## src/rtl/aud_stream_ctrl.sv

```systemverilog
// Audio-domain sequencer: feeds codec samples to the input FIFO, plays equalised
// samples from the output FIFO with priming/underrun gating and block exponent shift.
module aud_stream_ctrl #(
  parameter int DW          = 16,
  parameter int BLOCK_LEN   = 8192,
  parameter int PRIME_LEVEL = 4096,
  parameter int CW          = 14
) (
  input  logic                 aud_clk,
  input  logic                 reset,
  input  logic                 chan_end,
  input  logic                 chan_req,
  input  logic                 in_fifo_wrfull,
  output logic                 in_fifo_wrreq,
  input  logic [CW-1:0]        out_fifo_rdusedw,
  input  logic [DW-1:0]        out_fifo_q,
  output logic                 out_fifo_rdreq,
  input  logic                 exp_update,
  input  logic signed [6:0]    exp_value,
  output logic [DW-1:0]        audio_output,
  output logic                 playing,
  output logic [15:0]          overrun_cnt,
  output logic [15:0]          underrun_cnt
);
  localparam int BW = (BLOCK_LEN > 1) ? $clog2(BLOCK_LEN) : 1;

  typedef enum logic [1:0] {PRIME, PLAY, UNDERRUN} state_t;

  state_t            state_q, state_d;
  logic              end_r_q, req_r_q;
  logic              wrreq_q, wrreq_d;
  logic              rdreq_q, rdreq_d;
  logic [DW-1:0]     audio_q, audio_d;
  logic [15:0]       ovr_q, ovr_d, und_q, und_d;
  logic [BW-1:0]     blk_q, blk_d;
  logic signed [6:0] act_q, act_d, pend_q, pend_d;
  logic              pflag_q, pflag_d;
  logic              started_q, started_d;
  logic              end_ev, req_ev, rd, wrap, apply;

  // Right shift 1..12 is arithmetic; left shift -15..-1 preserves the sign bit.
  function automatic logic [DW-1:0] exp_shift(input logic [DW-1:0] x,
                                              input logic signed [6:0] e);
    logic [DW-1:0]     r;
    logic signed [6:0] ne;
    r  = '0;
    ne = -e;
    if (e == 7'sd0)
      r = x;
    else if (e > 7'sd0 && e <= 7'sd12)
      r = $unsigned($signed(x) >>> e[3:0]);
    else if (e < 7'sd0 && e >= -7'sd15)
      r = {x[DW-1], x[DW-2:0] << ne[3:0]};
    return r;
  endfunction

  assign end_ev = chan_end & ~end_r_q;
  assign req_ev = chan_req & ~req_r_q;

  always_comb begin
    state_d   = state_q;
    wrreq_d   = end_ev & ~in_fifo_wrfull;
    rdreq_d   = 1'b0;
    audio_d   = audio_q;
    ovr_d     = ovr_q;
    und_d     = und_q;
    blk_d     = blk_q;
    act_d     = act_q;
    pend_d    = pend_q;
    pflag_d   = pflag_q;
    started_d = started_q;
    rd        = 1'b0;

    if (end_ev && in_fifo_wrfull && ovr_q != 16'hFFFF) ovr_d = ovr_q + 16'd1;

    case (state_q)
      PLAY: begin
        if (req_ev) begin
          if (out_fifo_rdusedw != '0) begin
            rd      = 1'b1;
            rdreq_d = 1'b1;
            audio_d = exp_shift(out_fifo_q, act_q);
          end else begin
            audio_d = '0;
            state_d = UNDERRUN;
            if (und_q != 16'hFFFF) und_d = und_q + 16'd1;
          end
        end
      end
      default: begin
        if (req_ev) audio_d = '0;
        if (out_fifo_rdusedw >= CW'(PRIME_LEVEL)) state_d = PLAY;
      end
    endcase

    wrap  = rd && (blk_q == BW'(BLOCK_LEN - 1));
    // Before the first read the pending exponent tracks straight into the active one.
    apply = wrap || !started_q;

    if (rd) begin
      started_d = 1'b1;
      blk_d     = wrap ? '0 : blk_q + BW'(1);
    end

    if (apply && (pflag_q || !started_q)) begin
      act_d   = pend_q;
      pflag_d = 1'b0;
    end

    // An update colliding with a wrap is held for the following boundary.
    if (exp_update) begin
      pend_d  = exp_value;
      pflag_d = 1'b1;
    end
  end

  always_ff @(posedge aud_clk) begin
    if (reset) begin
      state_q   <= PRIME;
      end_r_q   <= 1'b0;
      req_r_q   <= 1'b0;
      wrreq_q   <= 1'b0;
      rdreq_q   <= 1'b0;
      audio_q   <= '0;
      ovr_q     <= '0;
      und_q     <= '0;
      blk_q     <= '0;
      act_q     <= '0;
      pend_q    <= '0;
      pflag_q   <= 1'b0;
      started_q <= 1'b0;
    end else begin
      state_q   <= state_d;
      end_r_q   <= chan_end;
      req_r_q   <= chan_req;
      wrreq_q   <= wrreq_d;
      rdreq_q   <= rdreq_d;
      audio_q   <= audio_d;
      ovr_q     <= ovr_d;
      und_q     <= und_d;
      blk_q     <= blk_d;
      act_q     <= act_d;
      pend_q    <= pend_d;
      pflag_q   <= pflag_d;
      started_q <= started_d;
    end
  end

  assign in_fifo_wrreq  = wrreq_q;
  assign out_fifo_rdreq = rdreq_q;
  assign audio_output   = audio_q;
  assign playing        = (state_q == PLAY);
  assign overrun_cnt    = ovr_q;
  assign underrun_cnt   = und_q;
endmodule

```

## config.mk

```make
export PLATFORM = sky130hd
export DESIGN_NAME = aud_stream_ctrl
export DESIGN_NICKNAME = d
export VERILOG_FILES = /design/src/rtl/aud_stream_ctrl.sv
export SDC_FILE = /design/constraint.sdc
export NUM_CORES = 1
export LEC_CHECK = 0
export ABC_AREA = 1
export BUFFER_PORTS_ARGS = -buffer_cell sky130_fd_sc_hd__buf_2
export CAP_MARGIN = 40
export CORE_ASPECT_RATIO = 1.5
export CORE_MARGIN = 1.5
export CORE_UTILIZATION = 57
export CTS_BUF_LIST = sky130_fd_sc_hd__clkbuf_4 sky130_fd_sc_hd__clkbuf_8 sky130_fd_sc_hd__clkbuf_16
export DETAILED_ROUTE_END_ITERATION = 8
export PLACE_DENSITY = 0.81
export REMOVE_ABC_BUFFERS = 1
export SLEW_MARGIN = 20
export SYNTH_ARGS = -nofsm -noshare
export SYNTH_HDL_FRONTEND = slang
export SYNTH_SLANG_ARGS = --single-unit
export TNS_END_PERCENT = 1
```

## constraint.sdc

```tcl
create_clock -name aud_clk -period 2.5 [get_ports aud_clk]
set_input_delay 0.375 -clock aud_clk [delete_from_list [all_inputs] [get_ports aud_clk]]
set_output_delay 0.375 -clock aud_clk [all_outputs]
set_load 0.01 [all_outputs]
```

Yosys cells after proc, flatten, opt, wreduce, memory -nomap -nowiden
Cells that the tools add are included.
Operators by class
  order comparisons: 5
  shift-type cells: 2
  multiplexer cells: 17
  bitwise gates (word level): 7
  add/subtract/negate cells: 4
  equality and inequality tests: 6
  reduce and logical (&&, ||, !) cells: 15
Operators by type and width (count)
  16-bit 2-to-1 mux: 7
  16-bit by 1-bit adder with 16-bit output (second input constant): 2
  16-bit != test (second input constant): 2
  16-bit by 4-bit >>> shifter with 16-bit output: 1
  15-bit by 4-bit << shifter with 15-bit output: 1
  14-bit by 13-bit >= comparator with 1-bit output (second input constant): 1
  14-bit nonzero test: 1
  13-bit by 1-bit adder with 13-bit output (second input constant): 1
  13-bit equality test (second input constant): 1
  13-bit 2-to-1 mux: 1
  2-bit 2-to-1 mux: 4
  7-bit by 5-bit >= comparator with 1-bit output (second input constant): 1
  7-bit by 1-bit > comparator with 1-bit output (second input constant): 1
  7-bit by 5-bit <= comparator with 1-bit output (second input constant): 1
  7-bit logical NOT: 1
  7-bit by 1-bit less-than comparator with 1-bit output (second input constant): 1
  1-bit logical AND: 6
  1-bit 2-to-1 mux: 5
  4-bit negator: 1
  1-bit NOT: 4
  4-bit AND reduction: 1
  2-bit nonzero test: 2
  1-bit bitwise AND: 3
  3-bit AND reduction: 1
  5 further kinds: 6
Storage, ports and cells
  output and inout port bits: 51
  flip-flop bits (word level): 83
  bits of input ports: 43

Depth between registers and ports, before layout
  depth after elaboration: 9
  gate-level depth with buffers: 16
  mapped depth without buffers: 13

Least setup slack after synthesis
Ideal clock, no wire load.
  path kind: reg-to-reg
  start point: register act_q[1]
  end point: register audio_q[4], in the netlist audio_output[4]
  cell stages (with the launch flop): 13
  data arrival time: 1.915 ns
  path slack: 0.453 ns
  setup time: 0.132 ns
  path buffers: 3
  period minus slack after synthesis: 2.047 ns
  path through: dfxtp_1 -> buf_2 -> inv_1 -> buf_2 -> ha_1 -> clkbuf_1 -> nand3_1 -> nand3_1 -> nand2_1 -> a21oi_1 -> nand2_1 -> nand2_1 -> a21oi_1
Between the ends
  word-level cells in the longest chain between the ends: 8
  elaborated cells between the ends (all ways): 16
  those cells by class: add/sub (1); order compare (4); shift (2); mux (6); reduce/logical (3)
Ends and longest elaborated chain
  start: declaration: line 36  | logic signed [6:0] act_q, act_d, pend_q, pend_d;
  start signal: assignment: line 142  | act_q <= act_d;
  4-bit negator, or another cell as far along: line 47  | ne = -e;
  15-bit by 4-bit << shifter with 15-bit output / 1-bit logical AND (equally long branches): line 53, 52
  16-bit 2-to-1 mux: line 52  | else if (e < 7'sd0 && e >= -7'sd15)
  16-bit 2-to-1 mux: line 50  | else if (e > 7'sd0 && e <= 7'sd12)
  16-bit 2-to-1 mux *: line 48  | if (e == 7'sd0)
  16-bit 2-to-1 mux *: line 79  | if (out_fifo_rdusedw != '0) begin
  16-bit 2-to-1 mux *: line 78  | if (req_ev) begin
  16-bit 2-to-1 mux *: line 76  | case (state_q)
  end signal: assignment: line 138  | audio_q <= audio_d;
  end: declaration: line 33  | logic [DW-1:0] audio_q, audio_d;
Every way passes the cells marked *; elsewhere a longest branch is shown, timed or not. The select of a mux whose other input is x is not followed.
A chain may end at the register's enable or synchronous reset.

Worst setup path in the final report
  start point: register und_q[0], in the netlist underrun_cnt[0]
  end point: register und_q[12], in the netlist underrun_cnt[12]
Between the ends
  word-level cells in the longest chain between the ends: 2
  elaborated cells between the ends (all ways): 3
  those cells by class: add/sub (1); eq/ne (1); reduce/logical (1)
Ends and longest elaborated chain
  start: declaration: line 34  | logic [15:0] ovr_q, ovr_d, und_q, und_d;
  start signal: assignment: line 140  | und_q <= und_d;
  parallel branches: the longest is 2 deep, another holds 16-bit by 1-bit adder with 16-bit output
Several ways; the timed one is not identified.

==> impl_results.md <==
* Status: complete, no violations
* Worst Hold Class: primary input to flip-flop
* Mapped Cells at 892
* Synth top cells by count: 279 x nand2_1, 118 x nand3_1, 100 x nor2_1, 83 x dfxtp_1, 72 x inv_1
* Clock latency at the later pin of the worst-skew pair at 340 ps
* Crit end category: flip-flop
* Leakage dissipation at 2.85 nW
* Max-cap violations at 0
* Clk slew on worst S/H paths at 60 ps
* Input/output buffers at 93
* Yosys reg bits at 83
* Cts hold-fix bufs at 0
* Tmin final at 2020 ps
* Final worst setup slack at 479 ps
* Finish-stage setup viols at 0
* Largest net degree at the start of global routing at 27
* Total CTS buffers at 9
* Layout Cells excl Fill at 1091
* Via count at 6110
* Tcrit/Tclk final at 80.8%
* Max transition margin at 52.7%
* Sequential area share after synthesis at 30.0%
* Initial Util at 59.1%
* Drt total wl at 16200 um
* Die Wd at 83.5 um
* FILL cells at 901
* Max Root-Sink Buffers at 2
* Postcts setup bufs at 0
* Area grow syn2layout at 14.2%
* Via/cell ratio at 5.60
* Hold Fails Final Rpt at 0
* Post-CTS Resized at 0
* Count of cell types in the netlist at 43
* Layout cells sized above 1 at 17.6%
* H-tree depth at 3
* Initial DRT Pass Iterations at 5
* Area leader, netlist: dfxtp_1
* Max Slew Vio Count at 0
* Ant diodes at 0
* Tot GR Track Use at 31.4%
* Average size of a mapped cell at 6.21 sq um
* Fmax at 495 MHz
* Root buf cell: clkbuf_16
* Worst Skew at 10.5 ps
* Count leader, synth: nand2_1
* Unrepaired setup endpoints after global routing: false
* DP HPWL at 12200 um
* Post-route ant nets at 0
* Post-synth ARST share at 0%
* DP Worst Slack at 520 ps
* Post-synth EDFFs at 0
* Ports at 94
* Initial antenna violation count at 0
* DRC at 0
* Post-Place Cells at 1075
* PD cells at 548 nW/um^2
* First-pass GRT wire length at 26000 um
* CP startpoint kind: flip-flop
* TNS Setup at 0 ps
* CTS tree: built
* YS warnings at 0
* Core Footprint at 9360 sq um
* DIE AREA at 10300 sq um
* Post-synth top area share at 30.0%
* Crit-path max FO at 14
* Slew @ Worst Pin at 708 ps
* Initial DRC Count at 364
* GPL Wtd Cong at 1.07
* Die Height at 124 um
* Clock Sinks at 83
* Global route overflow at 0
* Worst EP required at 2710 ps
* Wire per inst at 14.9 um
* Vias in the first global route at 5707
* Critical Path AT at 2230 ps
* Cell Area, Synth at 5540 sq um
* Final net count at 1022
* Peak VDD IR at 0.532 mV
* Post-synth top flop: dfxtp_1
* Rows at 43
* Crit Path Category: flip-flop to flip-flop
* Largest cells by area after synthesis: dfxtp_1 30%, nand2_1 19%, nand3_1 11%
## sequential cells by signal (all words and copies together) (netlist names)
register	count
act_q	7
out_fifo_rdreq	1
blk_q	13
overrun_cnt	16
pflag_q	1
end_r_q	1
started_q	1
underrun_cnt	16
audio_output	16
in_fifo_wrreq	1
req_r_q	1
pend_q	7
state_q	2
## final timing paths
kind	from	endpoint	slack (ps)	cells after the start
max	underrun_cnt[0]	underrun_cnt[12]	480	10
min	in_fifo_wrfull	in_fifo_wrreq	210	2
max reg2reg	underrun_cnt[0]	underrun_cnt[12]	480	10
min reg2reg	end_r_q	in_fifo_wrreq	420	1
## power breakdown
group | switching, W | internal [W]
Combinational | 0.000499 | 0.000232
Clock | 0.000522 | 0.000821
Sequential | 0.0000323 | 0.00136
Total | 0.00105 | 0.00241
## per-stage QoR
step	utilization (%)	area [sq um]	hold slack [ps]	total power [W]
6_report	67.6	6320	214	0.00347
5_1_grt	67.6	6320	220	0.00360
4_1_cts	67.6	6320	203	0.00347
2_1_floorplan	-	5360	395	0.00189
3_5_place_dp	64.3	6020	407	0.00213
3_3_place_gp	64.3	6020	404	0.00213
## layer usage
layer / global-route usage (%) / share of wire (%)
met3: 3.78 / 4.7
met2: 58.0 / 52
met4: 23.0 / 6.1
met1: 32.9 / 37
met5: 0 / 0
## worst max-delay path, cell delays in order, from the launching register on
cell	delay (ps)
dfxtp_1	430
ha_1	260
inv_1	60
nor2_1	240
nand2_1	150
nor2_1	170
nor2_1	90
nand4_4	180
inv_2	160
nand2_1	120
a21oi_2	50
## cell usage in the layout (no fill, tap or decap), drive strengths merged
cell type,n
xnor2,8
or3,1
and2,2
inv,85
a21oi,77
o211ai,4
clkinv,1
and3,2
a21o,1
nand2,290
nor2,110
or2,3
a211oi,2
buf,100
o21bai,1
nand3b,4
nand4,9
clkbuf,12
nor3,20
bufinv,1
nor4,1
nand3,119
o21ai,23
ha,5
dfxtp,83
xor2,13
clkinvlp,2
## cell type report
type,count,area (sq um),share of cell area (%)
inverter,85,327,5.16
multi-input combinational,695,3370,53.4
sequential,83,1660,26.3
clock inverter,4,50.0,0.791
clock buffer,12,254,4.02
timing repair buffer,100,518,8.19
tap,112,140,2.22
## logic make-up after synthesis
family / synth area share (%)
flip-flops: 30.0
buffers and inverters: 9.04
AO/OA/AOI/OAI: 10.9
adder cells (fa/ha/maj): 1.13
AND/OR/NAND/NOR: 45.6
XOR/XNOR: 3.32
No activity file was read; power rests on OpenSTA's default activity.
